--- config.mk ---
export PLATFORM = sky130hd
export DESIGN_NAME = keypad_unit
export DESIGN_NICKNAME = d
export VERILOG_FILES = /design/src/rtl/keypad_unit_pkg.sv /design/src/rtl/keypad_scanner.sv /design/src/rtl/keypad_unit.sv
export SDC_FILE = /design/constraint.sdc
export NUM_CORES = 1
export LEC_CHECK = 0
export BUFFER_PORTS_ARGS = -buffer_cell sky130_fd_sc_hd__buf_2
export CAP_MARGIN = 20
export CORE_MARGIN = 4
export CORE_UTILIZATION = 35
export DETAILED_ROUTE_END_ITERATION = 16
export GPL_TIMING_DRIVEN = 0
export SYNTH_ARGS = -nofsm -noshare
export SYNTH_HDL_FRONTEND = slang
export SYNTH_SLANG_ARGS = --single-unit
--- constraint.sdc ---
create_clock -name clk -period 4.7 [get_ports clk]
set_input_delay 0.47 -clock clk [delete_from_list [all_inputs] [get_ports clk]]
set_output_delay 0.47 -clock clk [all_outputs]
set_load 0.005 [all_outputs]
--- src/rtl/keypad_unit_pkg.sv ---
// Shared definitions for the keypad unit: data width, key codes, scanner states
// and small decode helpers.
package keypad_unit_pkg;

  localparam int ISA_WIDTH = 32;

  typedef enum logic [1:0] {
    ST_SCAN     = 2'd0,
    ST_DEBOUNCE = 2'd1,
    ST_PRESSED  = 2'd2,
    ST_RELEASE  = 2'd3
  } scan_state_t;

  // Key code = row*4 + col
  localparam logic [3:0] KEY_1    = 4'd0;
  localparam logic [3:0] KEY_2    = 4'd1;
  localparam logic [3:0] KEY_3    = 4'd2;
  localparam logic [3:0] KEY_A    = 4'd3;
  localparam logic [3:0] KEY_4    = 4'd4;
  localparam logic [3:0] KEY_5    = 4'd5;
  localparam logic [3:0] KEY_6    = 4'd6;
  localparam logic [3:0] KEY_B    = 4'd7;
  localparam logic [3:0] KEY_7    = 4'd8;
  localparam logic [3:0] KEY_8    = 4'd9;
  localparam logic [3:0] KEY_9    = 4'd10;
  localparam logic [3:0] KEY_C    = 4'd11;
  localparam logic [3:0] KEY_STAR = 4'd12;
  localparam logic [3:0] KEY_0    = 4'd13;
  localparam logic [3:0] KEY_HASH = 4'd14;
  localparam logic [3:0] KEY_D    = 4'd15;

  function automatic logic [3:0] row_drive(input logic [1:0] r);
    return ~(4'b0001 << r);
  endfunction

  // Lowest low column wins when several are pressed together.
  function automatic logic [1:0] low_col(input logic [3:0] cols);
    if (!cols[0]) return 2'd0;
    if (!cols[1]) return 2'd1;
    if (!cols[2]) return 2'd2;
    return 2'd3;
  endfunction

  function automatic logic is_digit(input logic [3:0] code);
    case (code)
      KEY_0, KEY_1, KEY_2, KEY_3, KEY_4,
      KEY_5, KEY_6, KEY_7, KEY_8, KEY_9: return 1'b1;
      default:                           return 1'b0;
    endcase
  endfunction

  function automatic logic [3:0] digit_value(input logic [3:0] code);
    case (code)
      KEY_1:   return 4'd1;
      KEY_2:   return 4'd2;
      KEY_3:   return 4'd3;
      KEY_4:   return 4'd4;
      KEY_5:   return 4'd5;
      KEY_6:   return 4'd6;
      KEY_7:   return 4'd7;
      KEY_8:   return 4'd8;
      KEY_9:   return 4'd9;
      default: return 4'd0;
    endcase
  endfunction

endpackage

--- src/rtl/keypad_scanner.sv ---
// Row scanner with column synchronizer and press/release debounce; emits a
// one-clock press pulse with the row and column of the accepted key.
module keypad_scanner
  import keypad_unit_pkg::*;
#(
  parameter int SCAN_CYCLES     = 20000,
  parameter int DEBOUNCE_CYCLES = 200000
) (
  input  logic       clk,
  input  logic       rst,
  input  logic [3:0] col_in,
  output logic [3:0] row_out,
  output logic       press,
  output logic [1:0] row_idx,
  output logic [1:0] col_idx
);

  localparam int SCAN_W = (SCAN_CYCLES > 1) ? $clog2(SCAN_CYCLES) : 1;
  localparam int DEB_W  = (DEBOUNCE_CYCLES > 1) ? $clog2(DEBOUNCE_CYCLES) : 1;
  // colS lags row_out by the two synchronizer flops, so the first samples of
  // each row window still belong to the previous row and are ignored.
  localparam int SETTLE = 2;

  scan_state_t       state_reg;
  logic [3:0]        col_meta_reg;
  logic [3:0]        col_sync_reg;
  logic [3:0]        cap_col_reg;
  logic [1:0]        scan_row_reg;
  logic [SCAN_W-1:0] scan_cnt_reg;
  logic [DEB_W-1:0]  deb_cnt_reg;

  always_ff @(posedge clk or posedge rst) begin
    if (rst) begin
      state_reg    <= ST_SCAN;
      col_meta_reg <= 4'b1111;
      col_sync_reg <= 4'b1111;
      cap_col_reg  <= 4'b1111;
      scan_row_reg <= 2'd0;
      scan_cnt_reg <= '0;
      deb_cnt_reg  <= '0;
      row_out      <= 4'b1110;
      press        <= 1'b0;
    end else begin
      col_meta_reg <= col_in;
      col_sync_reg <= col_meta_reg;
      press        <= 1'b0;
      case (state_reg)
        ST_SCAN: begin
          if (col_sync_reg != 4'b1111 && scan_cnt_reg >= SCAN_W'(SETTLE)) begin
            cap_col_reg <= col_sync_reg;
            deb_cnt_reg <= '0;
            state_reg   <= ST_DEBOUNCE;
          end else if (scan_cnt_reg == SCAN_W'(SCAN_CYCLES - 1)) begin
            scan_cnt_reg <= '0;
            scan_row_reg <= scan_row_reg + 2'd1;
            row_out      <= row_drive(scan_row_reg + 2'd1);
          end else begin
            scan_cnt_reg <= scan_cnt_reg + 1'b1;
          end
        end
        ST_DEBOUNCE: begin
          if (col_sync_reg != cap_col_reg) begin
            scan_cnt_reg <= '0;
            state_reg    <= ST_SCAN;
          end else if (deb_cnt_reg == DEB_W'(DEBOUNCE_CYCLES - 1)) begin
            press     <= 1'b1;
            state_reg <= ST_PRESSED;
          end else begin
            deb_cnt_reg <= deb_cnt_reg + 1'b1;
          end
        end
        ST_PRESSED: begin
          deb_cnt_reg <= '0;
          state_reg   <= ST_RELEASE;
        end
        default: begin
          if (col_sync_reg != 4'b1111) begin
            deb_cnt_reg <= '0;
          end else if (deb_cnt_reg == DEB_W'(DEBOUNCE_CYCLES - 1)) begin
            scan_cnt_reg <= '0;
            state_reg    <= ST_SCAN;
          end else begin
            deb_cnt_reg <= deb_cnt_reg + 1'b1;
          end
        end
      endcase
    end
  end

  assign row_idx = scan_row_reg;
  assign col_idx = low_col(cap_col_reg);

endmodule

--- src/rtl/keypad_unit.sv ---
// Keypad front end: decodes accepted keys into a decimal accumulator, enter
// pulse, pause toggle and display strobe.
module keypad_unit
  import keypad_unit_pkg::*;
#(
  parameter int SCAN_CYCLES     = 20000,
  parameter int DEBOUNCE_CYCLES = 200000
) (
  input  logic                 clk,
  input  logic                 rst,
  input  logic [3:0]           col_in,
  input  logic                 input_enable,
  output logic [3:0]           row_out,
  output logic [ISA_WIDTH-1:0] input_data,
  output logic                 input_complete,
  output logic                 cpu_pause,
  output logic                 key_strobe,
  output logic [3:0]           key_code
);

  logic                 press;
  logic [1:0]           row_idx;
  logic [1:0]           col_idx;
  logic [3:0]           code;
  logic [ISA_WIDTH-1:0] acc_next;
  logic                 fresh_reg;

  keypad_scanner #(
    .SCAN_CYCLES     (SCAN_CYCLES),
    .DEBOUNCE_CYCLES (DEBOUNCE_CYCLES)
  ) u_scanner (
    .clk     (clk),
    .rst     (rst),
    .col_in  (col_in),
    .row_out (row_out),
    .press   (press),
    .row_idx (row_idx),
    .col_idx (col_idx)
  );

  assign code = {row_idx, col_idx};
  // x*10 + d as (x<<3) + (x<<1) + d, wrapping at the data width
  assign acc_next = (input_data << 3) + (input_data << 1) + ISA_WIDTH'(digit_value(code));

  always_ff @(posedge clk or posedge rst) begin
    if (rst) begin
      input_data     <= '0;
      fresh_reg      <= 1'b1;
      input_complete <= 1'b0;
      key_strobe     <= 1'b0;
      key_code       <= 4'd0;
      cpu_pause      <= 1'b0;
    end else begin
      key_strobe     <= press;
      input_complete <= 1'b0;
      if (press) begin
        key_code <= code;
        if (is_digit(code)) begin
          if (input_enable) begin
            input_data <= fresh_reg ? ISA_WIDTH'(digit_value(code)) : acc_next;
            fresh_reg  <= 1'b0;
          end
        end else if (code == KEY_HASH) begin
          if (input_enable) begin
            input_complete <= 1'b1;
            fresh_reg      <= 1'b1;
          end
        end else if (code == KEY_A) begin
          cpu_pause <= ~cpu_pause;
        end else if (code == KEY_B) begin
          input_data <= '0;
          fresh_reg  <= 1'b0;
        end
      end
    end
  end

endmodule

==> results of run 1 <==
[cell usage in the layout, fill, tap and decap left out, types with 5 or more instances in the layout]
cell type / n
sky130_fd_sc_hd__nor3_1: 9
sky130_fd_sc_hd__nand2_1: 57
sky130_fd_sc_hd__a31oi_1: 18
sky130_fd_sc_hd__or3_1: 5
sky130_fd_sc_hd__o31ai_1: 6
sky130_fd_sc_hd__nor2_1: 45
sky130_fd_sc_hd__inv_1: 17
sky130_fd_sc_hd__a22o_1: 24
sky130_fd_sc_hd__buf_2: 57
sky130_fd_sc_hd__dfrtp_1: 78
sky130_fd_sc_hd__clkbuf_1: 12
sky130_fd_sc_hd__mux2_2: 9
sky130_fd_sc_hd__nand2b_1: 6
sky130_fd_sc_hd__o21a_1: 5
sky130_fd_sc_hd__nand3_1: 18
sky130_fd_sc_hd__o21ai_0: 48
sky130_fd_sc_hd__and3_1: 15
sky130_fd_sc_hd__dfstp_2: 16
sky130_fd_sc_hd__or2_2: 6
sky130_fd_sc_hd__clkbuf_16: 9
sky130_fd_sc_hd__nand4_1: 13
sky130_fd_sc_hd__a21o_1: 13
sky130_fd_sc_hd__xor2_1: 18
sky130_fd_sc_hd__xnor2_1: 26
sky130_fd_sc_hd__a21oi_1: 33
sky130_fd_sc_hd__ha_1: 69
[critical path: cells and delay by family, from the launching register on]
kind / cells / cell delay (ns)
AO/OA/AOI/OAI: 6 / 1.42
AND/OR/NAND/NOR: 4 / 1.03
adder cells (fa/ha/maj): 4 / 0.95
flip-flops: 1 / 0.57
buffers and inverters: 2 / 0.15
[final timing paths]
path,end,slack [ns],cells past startpoint
max,input_data[22],0.47,16
min,key_strobe,0.11,2
max reg2reg,input_data[22],0.47,16
min reg2reg,u_scanner.col_sync_reg[2],0.36,0
max in group asynchronous,u_scanner.cap_col_reg[2],3.89,3
min in group clk,u_scanner.col_meta_reg[1],0.21,1
[power groups by stage]
stage / registers (mW) / logic [mW] / clock network, mW
after floorplan: 0.927 / 0.418 / 0
after global placement: 0.937 / 0.526 / 0
after detailed placement: 0.940 / 0.547 / 0
after CTS: 0.926 / 0.552 / 0.767
after global routing: 0.935 / 0.622 / 0.802
final: 0.926 / 0.549 / 0.745
[final cells by class]
type / count / area [um2]
Inverter: 18 / 70.1
Fill cell: 1647 / 9850
Tap cell: 220 / 275
Multi-Input combinational cell: 496 / 3530
Clock buffer: 10 / 229
Sequential cell: 94 / 2370
Timing Repair Buffer: 50 / 273
Buffer: 20 / 85.1
Clock inverter: 6 / 70.1
[per-stage QoR]
stage | utilization [%] | hold slack (ns) | cell area, um2 | setup WS [ns] | cells
2_1_floorplan | - | 0.345 | 6060 | 0.997 | 628
3_5_place_dp | 39.4 | 0.347 | 6610 | 0.503 | 898
5_1_grt | 41.2 | 0.139 | 6910 | 0.155 | 914
6_report | 41.2 | 0.108 | 6910 | 0.470 | 914
3_3_place_gp | 39.2 | 0.346 | 6580 | 0.537 | 897
4_1_cts | 41.2 | 0.121 | 6910 | 0.468 | 914
[logic make-up (layout without fill, tap and decap cells)]
kind of cell | count (synthesis) | count (layout) | synth area share, %
DFF | 94 | 94 | 39.2
muxes | 13 | 13 | 2.33
and+or+nand+nor | 192 | 192 | 15.4
xor gates and xnor gates | 44 | 44 | 6.36
AOI/OAI and AO/OA | 176 | 176 | 19.3
adders and majority gates | 71 | 71 | 14.9
buffers and inverters | 38 | 104 | 2.52
[metal layers]
metal | up-vias | track usage (%) | part of all wire [%]
met4 | 0 | 4.23 | 1.4
met2 | 76 | 24.2 | 48
met5 | - | 0 | 0
met1 | 2365 | 19.1 | 47
met3 | 18 | 3.74 | 3.1
li1 | 2434 | - | -
==> results.txt, run 1 <==
----------------------------------------------------
[Status]
  Status ... complete, no violations

[Global routing]
  Total routing usage reported by global routing ... 14.7%
  Remaining global-route overflow ... 0
  Via count of the first global-routing pass ... 4881
  Initial antenna violation count ... 0
  Pin count of the biggest net entering global routing ... 64
  Global-route wire length before repair ... 23800 um

[Logic synthesis]
  Primary flip-flop cell chosen by synthesis mapping ... sky130_fd_sc_hd__dfrtp_1
  Synthesized Nets ... ~710
  Post-synthesis async set-or-reset flop share ... 100%
  Count of state elements after synthesis ... 94
  Count of yosys warnings during synthesis ... 0
  Cell with the most instances after synthesis ... sky130_fd_sc_hd__dfrtp_1
  EDFF count, synth ... 0
  Biggest area contributors in the synthesized netlist ... sky130_fd_sc_hd__dfrtp_1 32%, sky130_fd_sc_hd__ha_1 14%, sky130_fd_sc_hd__dfstp_2 6.9%
  Combined area of all synthesized cells ... 6060 um2
  List of most frequent post-synthesis cells ... 78 x sky130_fd_sc_hd__dfrtp_1, 69 x sky130_fd_sc_hd__ha_1, 57 x sky130_fd_sc_hd__nand2_1, 48 x sky130_fd_sc_hd__o21ai_0, 45 x sky130_fd_sc_hd__nor2_1
  Area share of the largest cell type after synthesis ... between 30% and 40%
  Seq/Total Area, Yosys ... 39.2%
  Distinct cell type count after synthesis ... 58
  Cell type with the largest total area after synthesis ... sky130_fd_sc_hd__dfrtp_1
  Post-Syn Instances ... between 600 and 700
  Syn avg cell area ... 9.64 um2

[STA]
  Number of setup violations in the final report ... 0
  Least-Margin Pin Slew ... between 0.8 and 0.9 ns
  Final Hold Viols ... 0
  Number of pins exceeding their max-slew limit in the final report ... 0
  Slew HR ... 42.0%
  Share of the clock period used by the worst path ... 90.0%
  Clock period minus final worst setup slack ... 4.23 ns
  Final setup TNS ... 0 ns
  Setup repair after global routing missed its margin ... no
  Max frequency ... around 240 MHz
  Skew final ... 0.00599 ns

[Pwr]
  Sequential share of power ... a little over two fifths
  Pint ... 1.48 mW
  Sw frac ... 33.3%
  Clock share of power ... 33.5%
  Share of total power in combinational logic ... ~25%
  Worst IR Drop VDD ... around 200 uV
  Total Power Consumption ... around 2.2 mW
  Standby leakage power ... 3.57 nW
  Power dissipated by switching net loads ... 0.740 mW
  Pwr Density ... 321 nW/um2

[Clock network]
  CTS tree ... done
  Number of clock sinks ... 94
  Insertion delay to the later sink of the worst-skew pair ... 0.36 ns
  Maximum buffer depth of the clock tree ... 2
  H-tree levels ... 3
  Clock slew at reported path FFs ... 0.07 ns
  Number of post-CTS setup repair buffers ... 0
  Clock buffer count from CTS ... 9
  Resized cells post-CTS ... 0
  Hold_buf cts ... 0
  Master cell of the clock root buffer ... sky130_fd_sc_hd__clkbuf_16

[Worst setup path]
  Critical Path End Type ... flip-flop
  Max FO, Critical Path ... 6
  Beginning of the worst register-to-register path ... u_scanner.cap_col_reg[1]
  Worst-path cell chain ... inv_1 -> o21a_1 -> ha_1 -> or3_1 -> o21ai_0 -> ha_1 -> ha_1 -> inv_1 -> fa_1 -> nand2b_1 -> a21oi_1 -> o2111ai_1 -> nand2_1 -> o41a_1 -> or3_1 -> a32o_1
  Slowest Stage Delay on Critical Path ... roughly 0.57 ns
  Startpoint of the most critical setup path ... u_scanner.cap_col_reg[1]
  Data required time of the worst path ... 4.95 ns
  Critical path startpoint category ... flip-flop
  Arrival time reported for the critical path endpoint ... 4.48 ns
  Critical path start-end classification ... flip-flop to flip-flop
  Cell with the largest stage delay on the worst path ... sky130_fd_sc_hd__dfstp_2
  Cell repeated most along the worst path ... sky130_fd_sc_hd__ha_1

[Floorplanning]
  Initial standard-cell utilization of the core ... between 30% and 40%
  Die extent in x ... 140 um
  Std-Cell Core Area ... 16800 um2
  Boundary pin count ... 50
  Number of placement rows ... 47
  Height of the die ... 140 um
  Area of the die ... 19500 um2

[Flow run]
  Maximum capacitance violations ... 0

[Worst hold path]
  Classification of the worst-slack hold path ... primary input to async pin

[Placed design]
  Placer congestion estimate ... 0.832
  HPWL after detailed placement ... 10500 um
  IO Port Bufs ... approximately 50

[Routing]
  DRT iter0 DRCs ... around 220
  Total iterations of the first detailed-routing run ... 5
  Residual antenna-violating net count after detailed routing ... 0
  Detail-routed via count per cell ... about 5.4
  Total Routed Length ... about 14000 um
  Number of DRC violations after detailed routing ... 0
  Wire length per cell after detailed routing ... between 15 and 20 um
  Detailed-route via count ... 4893

[Layout]
  Max FFs per register ... 32
  Ratio of cells with drive above 1 in the final layout ... 15.9%
  P&R area growth vs syn ... 14.0%
  Post-layout net count ... 767
  Antenna cells ... 0

----------------------------------------------------
(Power assumes the default switching activity.)
==> run 2: changes to the inputs <==
--- a/config.mk
+++ b/config.mk
@@ -8,9 +8,10 @@
 export BUFFER_PORTS_ARGS = -buffer_cell sky130_fd_sc_hd__buf_2
 export CAP_MARGIN = 20
 export CORE_MARGIN = 4
-export CORE_UTILIZATION = 35
+export CORE_UTILIZATION = 30
 export DETAILED_ROUTE_END_ITERATION = 16
 export GPL_TIMING_DRIVEN = 0
+export PLACE_DENSITY = 0.55
 export SYNTH_ARGS = -nofsm -noshare
 export SYNTH_HDL_FRONTEND = slang
 export SYNTH_SLANG_ARGS = --single-unit
==> results.txt, run 2 (synthesis results as in run 1) <==
----------------------------------------------------
[Layout]
  Number of fill cells in the layout ... 2055
  P&R area growth vs syn ... 14.8%
  Post-layout net count ... around 770
  Ratio of cells with drive above 1 in the final layout ... 16.0%
  Max FFs per register ... 32
  Commonest non-fill, non-tap cells in the layout ... 78 x sky130_fd_sc_hd__dfrtp_1, 69 x sky130_fd_sc_hd__ha_1, 57 x sky130_fd_sc_hd__buf_2, 57 x sky130_fd_sc_hd__nand2_1, 48 x sky130_fd_sc_hd__o21ai_0
  Final standard cell area without fillers ... 6950 um2
  Leading cell type in the layout, fill and taps excluded ... sky130_fd_sc_hd__dfrtp_1
  Final Util ... 35.4%
  Antenna cells ... 0

[STA]
  Slew HR ... 42.6%
  Final Hold Viols ... 0
  Least-Margin Pin Slew ... 0.857 ns
  Number of pins exceeding their max-slew limit in the final report ... 0
  Share of the clock period used by the worst path ... 90.8%
  Number of setup violations in the final report ... 0
  Max frequency ... approximately 230 MHz
  Final setup TNS ... 0 ns
  Setup repair after global routing missed its margin ... no
  Skew final ... 0.00876 ns
  Clock period minus final worst setup slack ... 4.27 ns

[Pwr]
  Pwr Density ... 315 nW/um2
  Clock share of power ... 32.7%
  Sequential share of power ... 42.3%
  Standby leakage power ... 3.57 nW
  Worst IR Drop VDD ... 204 uV
  Pint ... ~1.4 mW
  Power dissipated by switching net loads ... 0.753 mW
  Sw frac ... between 30% and 40%
  Share of total power in combinational logic ... 25.1%

[Clock network]
  Clock slew at reported path FFs ... 0.07 ns
  Insertion delay to the later sink of the worst-skew pair ... 0.35 ns
  Maximum buffer depth of the clock tree ... 2
  Number of post-CTS setup repair buffers ... 0
  Number of clock sinks ... 94
  H-tree levels ... 3
  Resized cells post-CTS ... 0
  Hold_buf cts ... 0
  CTS tree ... done
  Clock buffer count from CTS ... 9
  Master cell of the clock root buffer ... sky130_fd_sc_hd__clkbuf_16

[Worst setup path]
  Reg-to-Reg End ... input_data[29]
  Data required time of the worst path ... 4.94 ns
  Critical Path End Type ... flip-flop
  Register-to-Register Path Depth ... 14
  Arrival time reported for the critical path endpoint ... between 4 and 5 ns
  Slack of the worst reg-to-reg path ... 0.43 ns
  Critical path startpoint category ... flip-flop
  Beginning of the worst register-to-register path ... u_scanner.cap_col_reg[0]
  Max FO, Critical Path ... 7
  Critical path start-end classification ... flip-flop to flip-flop

[Routing]
  Detailed-route via count ... 4803
  Total Routed Length ... between 10000 and 15000 um
  Total iterations of the first detailed-routing run ... 4
  Residual antenna-violating net count after detailed routing ... 0
  DRT iter0 DRCs ... 270
  Wire length per cell after detailed routing ... 14.4 um
  Detail-routed via count per cell ... around 5
  Number of DRC violations after detailed routing ... 0

[Flow run]
  Maximum capacitance violations ... 0

[Floorplanning]
  Initial standard-cell utilization of the core ... 30.8%
  Boundary pin count ... 50
  Area of the die ... ~23000 um2
  Std-Cell Core Area ... 19700 um2
  Height of the die ... ~150 um
  Number of placement rows ... ~50
  Die extent in x ... about 150 um

[Global routing]
  Global Route met2 Usage ... 19.5%
  Pin count of the biggest net entering global routing ... 60
  Met1 Usage GRT ... 18.6%
  Met3 Use GR ... 2.51%
  Total routing usage reported by global routing ... 12.9%
  Layer with the highest usage ... met2
  Initial antenna violation count ... 0
  Remaining global-route overflow ... 0
  Global-route wire length before repair ... roughly 23000 um
  Via count of the first global-routing pass ... 4591

[Status]
  Status ... complete, no violations

[Placed design]
  HPWL after detailed placement ... 10500 um
  Placer congestion estimate ... ~0.82
  Dpl cell area ... 6660 um2
  IO Port Bufs ... 49

[Worst hold path]
  Classification of the worst-slack hold path ... primary input to async pin

----------------------------------------------------
run 2: critical path: stages, from the launching register on:
cell,delay [ns]
sky130_fd_sc_hd__dfstp_2,0.59
sky130_fd_sc_hd__o21a_1,0.24
sky130_fd_sc_hd__inv_1,0.07
sky130_fd_sc_hd__ha_1,0.31
sky130_fd_sc_hd__nor3_1,0.35
sky130_fd_sc_hd__fa_1,0.50
sky130_fd_sc_hd__ha_1,0.31
sky130_fd_sc_hd__a21oi_1,0.14
sky130_fd_sc_hd__nor2b_1,0.08
sky130_fd_sc_hd__a311o_1,0.40
sky130_fd_sc_hd__a31oi_1,0.29
sky130_fd_sc_hd__o21ai_1,0.27
sky130_fd_sc_hd__a31oi_1,0.31
sky130_fd_sc_hd__xnor2_1,0.10
sky130_fd_sc_hd__a22o_1,0.17
run 2: final cells by class:
type | count | area [um2] | share of cell area, %
sequential | 94 | 2370 | 34.1
clock buffer | 9 | 225 | 3.24
multi-input combinational | 496 | 3530 | 50.8
timing repair buffer | 50 | 273 | 3.92
tap | 265 | 332 | 4.77
buffer | 20 | 85.1 | 1.22
inverter | 18 | 70.1 | 1.01
clock inverter | 7 | 62.6 | 0.900
run 2: layer usage:
| metal | vias up | part of all wire [%] |
|---|---|---|
| li1 | 2434 | - |
| met1 | 2274 | 50 |
| met2 | 82 | 45 |
| met3 | 13 | 3.8 |
| met4 | 0 | 1.5 |
| met5 | - | 0 |
run 2: how the worst max path moves through the flow:
stage               slack (ns)                      from             end
floorplan                  1.0  u_scanner.cap_col_reg[1]  input_data[22]
finish                    0.43  u_scanner.cap_col_reg[0]  input_data[29]
global route              0.14  u_scanner.cap_col_reg[0]  input_data[22]
global placement          0.45  u_scanner.cap_col_reg[0]  input_data[29]
CTS                       0.42  u_scanner.cap_col_reg[0]  input_data[29]
detailed placement        0.44  u_scanner.cap_col_reg[0]  input_data[25]
run 2: power groups by stage:
stage | registers [mW] | clock network [mW] | logic [mW]
after floorplan | 0.927 | 0 | 0.418
after global placement | 0.940 | 0 | 0.547
after detailed placement | 0.938 | 0 | 0.558
after CTS | 0.924 | 0.746 | 0.560
after global routing | 0.932 | 0.782 | 0.627
final | 0.925 | 0.715 | 0.548
run 2: through the flow:
stage	setup WS [ns]	std cells	total power [mW]	hold slack [ns]
2_1_floorplan	0.997	628	1.35	0.345
3_3_place_gp	0.450	942	1.49	0.346
3_5_place_dp	0.437	943	1.50	0.347
4_1_cts	0.423	959	2.23	0.150
5_1_grt	0.138	959	2.34	0.168
6_report	0.432	959	2.19	0.135
